## src/rtl/eeg_fram_master.sv

```systemverilog
// EEG FRAM burst master: write bursts from a source stream,
// read bursts with credit-limited issue and a return FIFO.
module eeg_fram_master #(
  parameter int ADD_AW  = 12,
  parameter int DAT_DW  = 4,
  parameter int LEN_DW  = 12,
  parameter int CRD_NUM = 4
) (
  input  logic              clk,
  input  logic              rst_n,
  input  logic              CMD_VLD,
  output logic              CMD_RDY,
  input  logic              CMD_OP,
  input  logic [ADD_AW-1:0] CMD_BASE,
  input  logic [LEN_DW-1:0] CMD_LEN,
  input  logic              CMD_END,
  input  logic              SRC_VLD,
  output logic              SRC_RDY,
  input  logic [DAT_DW-1:0] SRC_DAT,
  output logic              ETOF_DAT_VLD,
  output logic              ETOF_DAT_LST,
  input  logic              ETOF_DAT_RDY,
  output logic [ADD_AW-1:0] ETOF_DAT_ADD,
  output logic [DAT_DW-1:0] ETOF_DAT_DAT,
  output logic              ETOF_ADD_VLD,
  output logic              ETOF_ADD_LST,
  output logic              ETOF_ADD_END,
  input  logic              ETOF_ADD_RDY,
  output logic [ADD_AW-1:0] ETOF_ADD_ADD,
  input  logic              FTOE_DAT_VLD,
  input  logic              FTOE_DAT_LST,
  output logic              FTOE_DAT_RDY,
  input  logic [DAT_DW-1:0] FTOE_DAT_DAT,
  output logic              SNK_VLD,
  output logic              SNK_LST,
  input  logic              SNK_RDY,
  output logic [DAT_DW-1:0] SNK_DAT,
  output logic              DONE,
  output logic              BUSY
);

  localparam int PW  = $clog2(CRD_NUM);
  localparam int PTW = PW + 1;
  localparam int CW  = PW + 1;

  typedef enum logic [1:0] {
    IDLE, WR, RD_ISS, RD_DRN
  } state_e;

  state_e            state_q;
  logic [ADD_AW-1:0] base_q;
  logic [LEN_DW-1:0] len_q;
  logic [LEN_DW-1:0] idx_q;
  logic              end_q;
  logic              done_q;
  logic [CW-1:0]     crd_q;
  logic [PTW-1:0]    wp_q;
  logic [PTW-1:0]    rp_q;
  logic [DAT_DW:0]   mem_q [CRD_NUM];

  logic              in_wr;
  logic              in_iss;
  logic [ADD_AW-1:0] addr;
  logic              is_lst;
  logic              wr_xf;
  logic              ad_vld;
  logic              ad_xf;
  logic              empty;
  logic              snk_xf;
  logic [DAT_DW:0]   head;

  assign in_wr  = (state_q == WR);
  assign in_iss = (state_q == RD_ISS);
  assign addr   = base_q + ADD_AW'(idx_q);
  assign is_lst = (idx_q == len_q);
  assign wr_xf  = in_wr & SRC_VLD & ETOF_DAT_RDY;
  assign ad_vld = in_iss & (crd_q != '0);
  assign ad_xf  = ad_vld & ETOF_ADD_RDY;
  assign empty  = (wp_q == rp_q);
  assign snk_xf = !empty & SNK_RDY;
  assign head   = mem_q[rp_q[PW-1:0]];

  assign CMD_RDY      = (state_q == IDLE);
  assign BUSY         = (state_q != IDLE);
  assign DONE         = done_q;
  assign SRC_RDY      = in_wr & ETOF_DAT_RDY;
  assign ETOF_DAT_VLD = in_wr & SRC_VLD;
  assign ETOF_DAT_LST = in_wr & is_lst;
  assign ETOF_DAT_ADD = in_wr ? addr : '0;
  assign ETOF_DAT_DAT = in_wr ? SRC_DAT : '0;
  assign ETOF_ADD_VLD = ad_vld;
  assign ETOF_ADD_LST = in_iss & is_lst;
  assign ETOF_ADD_END = in_iss & is_lst & end_q;
  assign ETOF_ADD_ADD = in_iss ? addr : '0;
  assign FTOE_DAT_RDY = 1'b1;
  assign SNK_VLD      = !empty;
  assign SNK_LST      = !empty & head[DAT_DW];
  assign SNK_DAT      = empty ? '0 : head[DAT_DW-1:0];

  // Burst sequencing: command latch, word index, completion pulse
  always_ff @(posedge clk or negedge rst_n) begin
    if (!rst_n) begin
      state_q <= IDLE;
      base_q  <= '0;
      len_q   <= '0;
      end_q   <= 1'b0;
      idx_q   <= '0;
      done_q  <= 1'b0;
    end else begin
      done_q <= 1'b0;
      unique case (state_q)
        IDLE: begin
          if (CMD_VLD) begin
            base_q  <= CMD_BASE;
            len_q   <= CMD_LEN;
            end_q   <= CMD_END;
            idx_q   <= '0;
            state_q <= CMD_OP ? RD_ISS : WR;
          end
        end
        WR: begin
          if (wr_xf) begin
            if (is_lst) begin
              state_q <= IDLE;
              done_q  <= 1'b1;
            end else begin
              idx_q <= idx_q + LEN_DW'(1);
            end
          end
        end
        RD_ISS: begin
          if (ad_xf) begin
            if (is_lst) state_q <= RD_DRN;
            else        idx_q   <= idx_q + LEN_DW'(1);
          end
        end
        RD_DRN: begin
          if (snk_xf && head[DAT_DW]) begin
            state_q <= IDLE;
            done_q  <= 1'b1;
          end
        end
        default: state_q <= IDLE;
      endcase
    end
  end

  // Read credits: one per free return-FIFO slot
  always_ff @(posedge clk or negedge rst_n) begin
    if (!rst_n) begin
      crd_q <= CW'(CRD_NUM);
    end else if (ad_xf != snk_xf) begin
      crd_q <= ad_xf ? crd_q - CW'(1) : crd_q + CW'(1);
    end
  end

  // Return FIFO: every FTOE beat is accepted unconditionally
  always_ff @(posedge clk or negedge rst_n) begin
    if (!rst_n) begin
      wp_q <= '0;
      rp_q <= '0;
      for (int i = 0; i < CRD_NUM; i++) mem_q[i] <= '0;
    end else begin
      if (FTOE_DAT_VLD) begin
        mem_q[wp_q[PW-1:0]] <= {FTOE_DAT_LST, FTOE_DAT_DAT};
        wp_q <= wp_q + PTW'(1);
      end
      if (snk_xf) rp_q <= rp_q + PTW'(1);
    end
  end

endmodule

```

## config.mk

```make
export PLATFORM = sky130hd
export DESIGN_NAME = eeg_fram_master
export DESIGN_NICKNAME = d
export VERILOG_FILES = /design/src/rtl/eeg_fram_master.sv
export SDC_FILE = /design/constraint.sdc
export NUM_CORES = 1
export LEC_CHECK = 0
export ABC_CLOCK_PERIOD_IN_PS = 3100
export CORE_ASPECT_RATIO = 0.8
export CORE_UTILIZATION = 40
export DETAILED_ROUTE_END_ITERATION = 16
export DONT_BUFFER_PORTS = 1
export GPL_ROUTABILITY_DRIVEN = 0
export PLACE_DENSITY = 0.57
export SYNTH_ARGS = -nofsm -noshare
export SYNTH_HDL_FRONTEND = slang
export SYNTH_SLANG_ARGS = --single-unit
export TNS_END_PERCENT = 10
```

## constraint.sdc

```tcl
create_clock -name clk -period 3.1 [get_ports clk]
set_input_delay 0.62 -clock clk [delete_from_list [all_inputs] [get_ports clk]]
set_output_delay 0.62 -clock clk [all_outputs]
set_load 0.005 [all_outputs]
```

======== Yosys cells after proc, flatten, opt, wreduce, memory -nomap -nowiden ========
Cells that the tools add are included.
storage, ports and cells
  word-level logic and storage cells ...... 84
  output and inout port bits .............. 44
  bits in registers ....................... 69
  bits of input ports ..................... 43
operators by class
  eq/ne operators ......................... 12
  multiplexer cells ....................... 28
  order comparisons ....................... 3
  add/subtract/negate cells ............... 6
  bitwise operators ....................... 12
  reductions and logical operators ........ 10
operators by type and width
  operator                                                                       count
  12-bit two-way mux                                                             6
  12-bit case mux with 3 select lines                                            1
  20-bit bitwise mux                                                             1
  5-bit two-way mux                                                              3
  2-bit two-way mux                                                              7
  12-bit by 1-bit adder with 12-bit output (second input constant)               1
  12-bit adder                                                                   1
  12-bit equality test                                                           1
  1-bit bitwise AND                                                              10
  5-bit binary-select mux with 2-bit select                                      1
  5-bit demux with 2-bit select                                                  1
  3-bit by 1-bit adder with 3-bit output (second input constant)                 3
  4-bit two-way mux                                                              2
  2-bit by 1-bit != test with 1-bit output (second input constant)               4
  2-bit case mux with 4 select lines                                             1
  3-bit greater-or-equal comparator (second input constant)                      2
  2-bit inverter with 3-bit output                                               2
  6-bit AND reduction                                                            1
  3-bit nonzero test                                                             2
  2-bit equality test (second input constant)                                    2
  2-bit != test (second input constant)                                          2
  4-bit AND reduction                                                            1
  3-bit equality test                                                            1
  3-bit by 1-bit less-than comparator with 1-bit output (second input constant)  1
  11 further kinds                                                               14

======== Depth between registers and ports, before layout ========
Gate-level depths: netlist (run 1).
  depth after elaboration ................. 7
  mapped depth ............................ 8
  depth with buffers taken out ............ 8

======== Worst setup path after synthesis (run 1) ========
No wires, ideal clock.
  kind .................................... register -> output
  start ................................... register idx_q[0]
  end ..................................... output ETOF_ADD_ADD[8]
  required time ........................... 2.480 ns
  arrival ................................. 2.171 ns
  setup slack ............................. 0.309 ns
  stages on the path, launching flop included .. 9
  cell sequence ........................... dfrtp_1 -> ha_1 -> fa_1 -> a21o_1 -> a21oi_1 -> o21ai_0 -> o41ai_1 -> xnor2_1 -> and2_1
between the ends
  cells in the longest elaborated chain, start to end .. 2
RTL lines
  what                      RTL line  source
  start: declaration        53        logic [LEN_DW-1:0] idx_q;
  start signal: assignment  127       idx_q <= idx_q + LEN_DW'(1);
  start signal: assignment  134       else idx_q <= idx_q + LEN_DW'(1);
  12-bit adder              74        assign addr = base_q + ADD_AW'(idx_q);
  12-bit two-way mux        94        assign ETOF_ADD_ADD = in_iss ? addr : '0;
  end: declaration          29        output logic [ADD_AW-1:0] ETOF_ADD_ADD,
No other way between the ends.

======== Final worst setup path (run 1) ========
  start ................................... register base_q[0]
  end ..................................... output ETOF_ADD_ADD[8]
between the ends
  cells in the longest elaborated chain, start to end .. 2
RTL lines
  what                      RTL line  source
  start: declaration        51        logic [ADD_AW-1:0] base_q;
  start signal: assignment  104       base_q <= '0;
  start signal: assignment  114       base_q <= CMD_BASE;
  12-bit adder              74
  12-bit two-way mux        94
No other way between the ends.

==> run_results.csv, run 1 <==
group,metric,value,unit
clocking,cts_buffer_depth,2,
synth,synth_top_family_by_area,"simple AND/OR/NAND/NOR gates",
cells_and_area,final_common_cell,"dfrtp_1",
synth,synth-simple-area-share,16.1,%
timing,rsz0062_at_grt,"true",
routing,first_pass_iters,4,
timing,slew-limit-headroom,55.0,%
clocking,cts_buffers,9,
timing,fmax,338,MHz
timing,clock_skew,0.00916,ns
cells_and_area,stdcell_area,0.00460,sq mm
floorplan,fp.dieW,116,um
power,p_leak,2.00,nW
floorplan,core_area,0.00985,sq mm
routing,wire_per_inst,17.0,um
synth,synth-edff-count,0,
worst_setup_path,slowest_delay,0.39,ns
cells_and_area,regArea,0.00173,sq mm
cells_and_area,final_nets,465,
power,power,4.68,mW
timing,min_period_over_period,95.5,%
global_routing,grt_pass1_vias,2801,
place,place_inst,521,
cells_and_area,post-route-util,46.7,%
synth,muxShareOfSynthArea,15.7,%
global_routing,grtUsageTotal,18.1,%
routing,drtIter0Drc,220,
synth,synthXorXnorAreaFrac,6.34,%
global_routing,antenna_found_initial,2,
synth,yosys.area_share.adder,7.30,%
synth,syn_nets,462,
clocking,clk_latency,0.32,ns
cells_and_area,syn_to_final_growth,11.0,%
synth,yosysUniqueCellTypes,46,
global_routing,grt_pass1_wl,14800,um
timing,setup_viol,0,
worst_hold_path,min_path_type,"input pin to async pin",
global_routing,grt_max_degree,69,
synth,syn-cell-area,0.00415,sq mm
worst_setup_path,path_cells,"ha_2 -> fa_2 -> a21o_1 -> a21oi_2 -> o21ai_2 -> o41ai_2 -> xnor2_1 -> and2_1",
synth,ys_dominant_reg_cell,"dfrtp_1",
worst_setup_path,startpoint_type,"flip-flop",
global_routing,grt_remaining_overflow,0,
worst_setup_path,reg2reg_slack,0.50,ns
timing,fin_hold_ws,0.143,ns
synth,synth_area_leader_cell,"dfrtp_1",
floorplan,start_util,42.1,%
synth,ys_seq_area_share,41.7,%
routing,vias_per_cell,5.39,
cells_and_area,final_cell_mix,"dfrtp_1 (68), mux2_2 (46), and2_1 (34)",
synth,ys_warn_count,0,
worst_setup_path,path_max_fanout,3,
power,ir_drop,402,uV
clocking,cts-root-buf,"clkbuf_16",
power,power-per-cell-area,1020,mW/mm^2
synth,synth_compound_area_share,9.60,%
synth,syn_avg_cell_area,10.5,sq um
cells_and_area,fin_cells,541,
cells_and_area,fillCellCount,947,
floorplan,num_rows,32,
cells_and_area,multiInputGateArea,0.00230,sq mm
timing,hold_violations,0,
synth,yosys.area.top_type_share,41.0,%
routing,finalWirelength,9170,um
timing,slew_violations,0,
worst_setup_path,critical_path_class,"flip-flop to primary output",
place,portBuffers,0,
timing,period_needed,2.96,ns
clocking,clock_sinks,69,
synth,ys_seq_elements,69,
timing,worst_pin_slew,0.675,ns
routing,drc,0,
job,maxCapViolCount,0,
worst_setup_path,cp-end-kind,"primary output",
place,place_area,0.00428,sq mm
routing,ant_nets,0,
worst_setup_path,slowest_stage,"dfrtp_1",
cells_and_area,layout-drive-gt1-share,19.6,%
routing,vias,2914,
outcome,status,"complete, no violations",
clocking,htree_levels,3,
floorplan,ios,87,
worst_setup_path,worstPathRequired,2.48,ns
clocking,cts_tree,"done",
worst_setup_path,cp_data_arrival_time,2.34,ns
floorplan,die_h,93.1,um
floorplan,dieArea,0.0108,sq mm
synth,synth.area.top_cells,"dfrtp_1 (41%), mux2_2 (12%), ha_1 (6.3%)",
synth,ys_async_sr_fraction,100,%
synth,syn_inst,396,
place,place_hpwl,6750,um
clocking,path_clk_slew,0.06,ns
-- stage by stage --
stage                       TNS, ns  worst slack (ns)
final                             0             0.138
after global routing      -0.000512         -0.000293
after CTS                         0            0.0369
after detailed placement          0             0.143
after global placement            0             0.205
after floorplan                   0             0.309
-- repair_timing --
item | CTS | global route
gates cloned | 0 | 0
endpoints found under the setup margin | 4 | 5
pin swaps | 2 | 3
endpoints found under the hold margin | 68 | 0
setup buffers | 1 | 1
hold buffers | 1 | 0
gates resized for setup | 6 | 1
-- power breakdown --
part           internal (mW)  leakage, nW  switching (mW)
Clock                  0.535        0.125           0.356
Combinational           1.05         1.04            1.11
Sequential              1.32        0.835           0.313
-- cell type report --
type,count,area share [%]
well taps,136,3.70
clock inverters,4,0.571
diodes,2,0.109
clock buffers,11,5.06
inverters,15,1.22
repair buffers,8,1.74
flip-flops and latches,69,37.5
multi-input cells,296,50.1
-- state kept, by name (all words and copies together), names as in the netlist --
signal / flops
mem_q: 20
base_q: 12
idx_q: 12
len_q: 12
crd_q: 3
rp_q: 3
wp_q: 3
state_q: 2
DONE: 1
end_q: 1
-- final timing paths --
check	startpoint	end	cells past startpoint
max	base_q[0]$_DFFE_PN0P_	ETOF_ADD_ADD[8]	8
min	rst_n	crd_q[2]$_DFFE_PN1P_	0
max reg2reg	state_q[0]$_DFFE_PN0P_	idx_q[11]$_DFFE_PN0P_	7
min reg2reg	wp_q[2]$_DFFE_PN0P_	wp_q[2]$_DFFE_PN0P_	1
max in group asynchronous	rst_n	base_q[3]$_DFFE_PN0P_	1
min in group clk	FTOE_DAT_VLD	wp_q[0]$_DFFE_PN0P_	1
-- cells in the mapped netlist, types with 10 or more instances --
cell type  instances
nand2_1           32
a21oi_1           13
o21ai_0           16
xor2_1            16
xnor2_1           14
nand3_1           12
and2_1            34
nor2_1            16
ha_1              21
mux2_2            46
dfrtp_1           68
inv_1             15
clkbuf_1          10
-- metal layers --
metal  up-vias  global-route usage, %  wire (um)
met2        96                   27.1       3920
li1       1414                      -          -
met4         0                   4.49         38
met1      1402                   25.7       4590
met3         2                   4.80        622
met5         -                      0          0
-- logic make-up (layout without fill, tap and decap cells) --
| logic type | after synthesis | count (layout) |
|---|---|---|
| mux | 53 | 53 |
| buf+inv | 31 | 38 |
| fa+ha+maj | 23 | 23 |
| simple gates | 128 | 128 |
| other cells | 1 | 3 |
| compound gates | 61 | 61 |
| flops | 69 | 69 |
| xor+xnor | 30 | 30 |
-- critical path: cells and delay by family (launching register included) --
family	cells	cell delay, ns
adders and majority gates	2	0.58
xor gates and xnor gates	1	0.17
AOI/OAI and AO/OA	4	0.73
DFF	1	0.39
and+or+nand+nor	1	0.17
Note: power is estimated with default switching activity, not from simulation.
==> run 2, diff against run 1 <==
--- a/config.mk
+++ b/config.mk
@@ -5,6 +5,7 @@
 export SDC_FILE = /design/constraint.sdc
 export NUM_CORES = 1
 export LEC_CHECK = 0
+export ABC_AREA = 1
 export ABC_CLOCK_PERIOD_IN_PS = 3100
 export CORE_ASPECT_RATIO = 0.8
 export CORE_UTILIZATION = 40
==> run_results.csv, run 2 <==
group,metric,value,unit
outcome,status,"complete, no violations",
global_routing,grt_remaining_overflow,0,
power,p_leak,2.36,nW
cells_and_area,final_cell_mix,"nand2_1 (143), dfrtp_1 (68), inv_1 (58), nor2_1 (58), o21ai_0 (33)",
floorplan,fp.dieW,118,um
clocking,htree_levels,3,
global_routing,grt_max_degree,69,
routing,vias,3391,
synth,ys_async_sr_fraction,100,%
worst_setup_path,cp_num_buf_inv,0,
synth,syn_inst,536,
global_routing,grt_pass1_wl,16200,um
synth,syn_nets,602,
routing,vias_per_cell,4.98,
synth,ys_seq_area_share,40.3,%
place,portBuffers,0,
synth,synth-edff-count,0,
cells_and_area,layout-drive-gt1-share,10.5,%
place,place_hpwl,7240,um
timing,rsz0062_at_grt,"false",
worst_setup_path,startpoint_type,"flip-flop",
routing,wl_met1,5240,um
global_routing,antenna_found_initial,1,
routing,maxUsedRoutingLayer,"met4",
synth,yosys.area.top_type_share,39.7,%
timing,fmax,369,MHz
timing,period_needed,2.71,ns
clocking,cts_tree,"done",
worst_setup_path,cp-end-kind,"primary output",
floorplan,num_rows,33,
floorplan,die_h,94.6,um
cells_and_area,final_common_cell,"nand2_1",
timing,setup_viol,0,
routing,drc,0,
worst_setup_path,path_max_fanout,6,
timing,setup_tns,0,ns
cells_and_area,syn_to_final_growth,9.51,%
worst_setup_path,critical_path_class,"flip-flop to primary output",
routing,first_pass_iters,4,
synth,synth_area_leader_cell,"dfrtp_1",
synth,ys_warn_count,0,
synth,ys_dominant_reg_cell,"dfrtp_1",
global_routing,grtUsageTotal,19.0,%
synth,syn_avg_cell_area,8.00,sq um
synth,ys_seq_elements,69,
timing,clock_skew,0.00614,ns
worst_setup_path,slowest_delay,0.46,ns
synth,syn-cell-area,0.00429,sq mm
power,ir_drop,392,uV
cells_and_area,final_nets,602,
worst_setup_path,path_cells,"ha_1 -> a21oi_1 -> nand2_1 -> nand2_1 -> nand2_1 -> nand2_1 -> nand2_1 -> nand2_1 -> nand2_1 -> nor2_1",
clocking,cts_buffer_depth,2,
synth,yosysUniqueCellTypes,37,
floorplan,start_util,41.6,%
floorplan,ios,87,
clocking,cts_buffers,9,
clocking,clock_sinks,69,
timing,slew_violations,0,
cells_and_area,fillCellCount,1036,
worst_hold_path,min_path_type,"input pin to async pin",
worst_setup_path,reg2reg_slack,1.00,ns
routing,wire_per_inst,14.6,um
floorplan,dieArea,0.0111,sq mm
worst_setup_path,critical_path.top_delay_family,"simple AND/OR/NAND/NOR gates",
job,maxCapViolCount,0,
routing,finalWirelength,9960,um
clocking,clk_latency,0.34,ns
place,place_inst,664,
floorplan,core_area,0.0103,sq mm
cells_and_area,fin_cells,681,
cells_and_area,largest_register,"mem_q",
place,place_area,0.00439,sq mm
clocking,cts_setup_buffers,0,
synth,yosysMostFrequentCell,"nand2_1",
worst_setup_path,slowest_stage,"dfrtp_1",
worst_setup_path,cp_data_arrival_time,2.09,ns
routing,ant_nets,0,
synth,ys_top_cells_by_count,"nand2_1 (143), dfrtp_1 (68), inv_1 (58), nor2_1 (58), o21ai_0 (33)",
cells_and_area,largest_reg_flops,20,
timing,hold_violations,0,
timing,min_period_over_period,87.5,%
routing,wl_met3,515,um
global_routing,grt_pass1_vias,3163,
routing,drtIter0Drc,203,
power,power-per-cell-area,972,mW/mm^2
cells_and_area,diodes,0,
clocking,path_clk_slew,0.06,ns
cells_and_area,stdcell_area,0.00470,sq mm
worst_setup_path,crit_top_cell,"nand2_1",
worst_setup_path,worstPathRequired,2.48,ns
clocking,cts-root-buf,"clkbuf_16",
synth,synth.area.top_cells,"dfrtp_1 (40%), nand2_1 (13%), ha_1 (6.1%)",
routing,route.met2.wl,4080,um
-- run 2: cell count changes after synthesis, moves of 5 or more --
cell,change
o21ai_0,+17
and2_1,-34
clkbuf_1,-6
inv_1,+43
mux4_2,-5
nor2_1,+42
nand2_1,+111
nand3_1,+18
or3_1,-7
mux2_2,-23
-- run 2: layer usage --
layer	GRT usage [%]	vias to the layer above
met4	6.84	0
met3	5.37	8
met5	0	-
li1	-	1723
met1	26.0	1576
met2	28.8	84
-- run 2: metrics by stage --
| step | total power, mW | util (%) | hold slack [ns] | setup WS [ns] |
|---|---|---|---|---|
| after floorplan | 3.18 | - | 0.324 | 0.910 |
| after global placement | 3.58 | 42.6 | 0.326 | 0.814 |
| after detailed placement | 3.62 | 42.6 | 0.326 | 0.736 |
| after CTS | 4.63 | 45.5 | 0.106 | 0.364 |
| after global routing | 4.96 | 45.5 | 0.103 | 0.129 |
| final | 4.57 | 45.5 | 0.122 | 0.388 |
-- run 2: cell type report --
type	instances	area [sq um]	share of cell area, %
multi-input cells	395	2260	48.1
flip-flops and latches	69	1730	36.8
clock inverters	6	38.8	0.826
well taps	140	175	3.73
inverters	59	221	4.71
repair buffers	2	35.0	0.746
clock buffers	10	239	5.09
-- run 2: kinds of logic after synthesis --
family	share of synthesized area [%]
compound gates	7.61
xor+xnor	5.51
fa+ha+maj	7.06
buf+inv	7.03
flops	40.3
mux	6.04
other cells	0.0874
simple gates	26.4
-- run 2: where the power goes --
group,internal [mW],switching (mW)
sequential,1.29,0.302
clock,0.559,0.388
combinational,0.762,1.27
-- run 2: worst register-to-register path, delay by kind of cell, from the launching register on --
family / cells / cell delay [ns]
adder cells (fa/ha/maj): 1 / 0.35
buffers and inverters: 2 / 0.19
flip-flops: 1 / 0.41
AND/OR/NAND/NOR: 8 / 1.03
-- run 2: path summary, 6_finish.rpt --
kind                            cells after the start              startpoint                     to
worst max register to register                     11  state_q[1]$_DFFE_PN0P_   idx_q[5]$_DFFE_PN0P_
worst min-delay path                                0                   rst_n   crd_q[2]$_DFFE_PN1P_
min in group clk                                    1            FTOE_DAT_VLD    wp_q[0]$_DFFE_PN0P_
worst min register to register                      2    crd_q[2]$_DFFE_PN1P_   crd_q[2]$_DFFE_PN1P_
worst max-delay path                               10    idx_q[2]$_DFFE_PN0P_       ETOF_DAT_ADD[11]
max in group asynchronous                           1                   rst_n  base_q[7]$_DFFE_PN0P_
-- run 2: what timing repair did --
item | 4_1_cts | 5_1_grt
hold buffers | 1 | 0
endpoints found under the hold margin | 68 | 0
resized for setup | 0 | 0
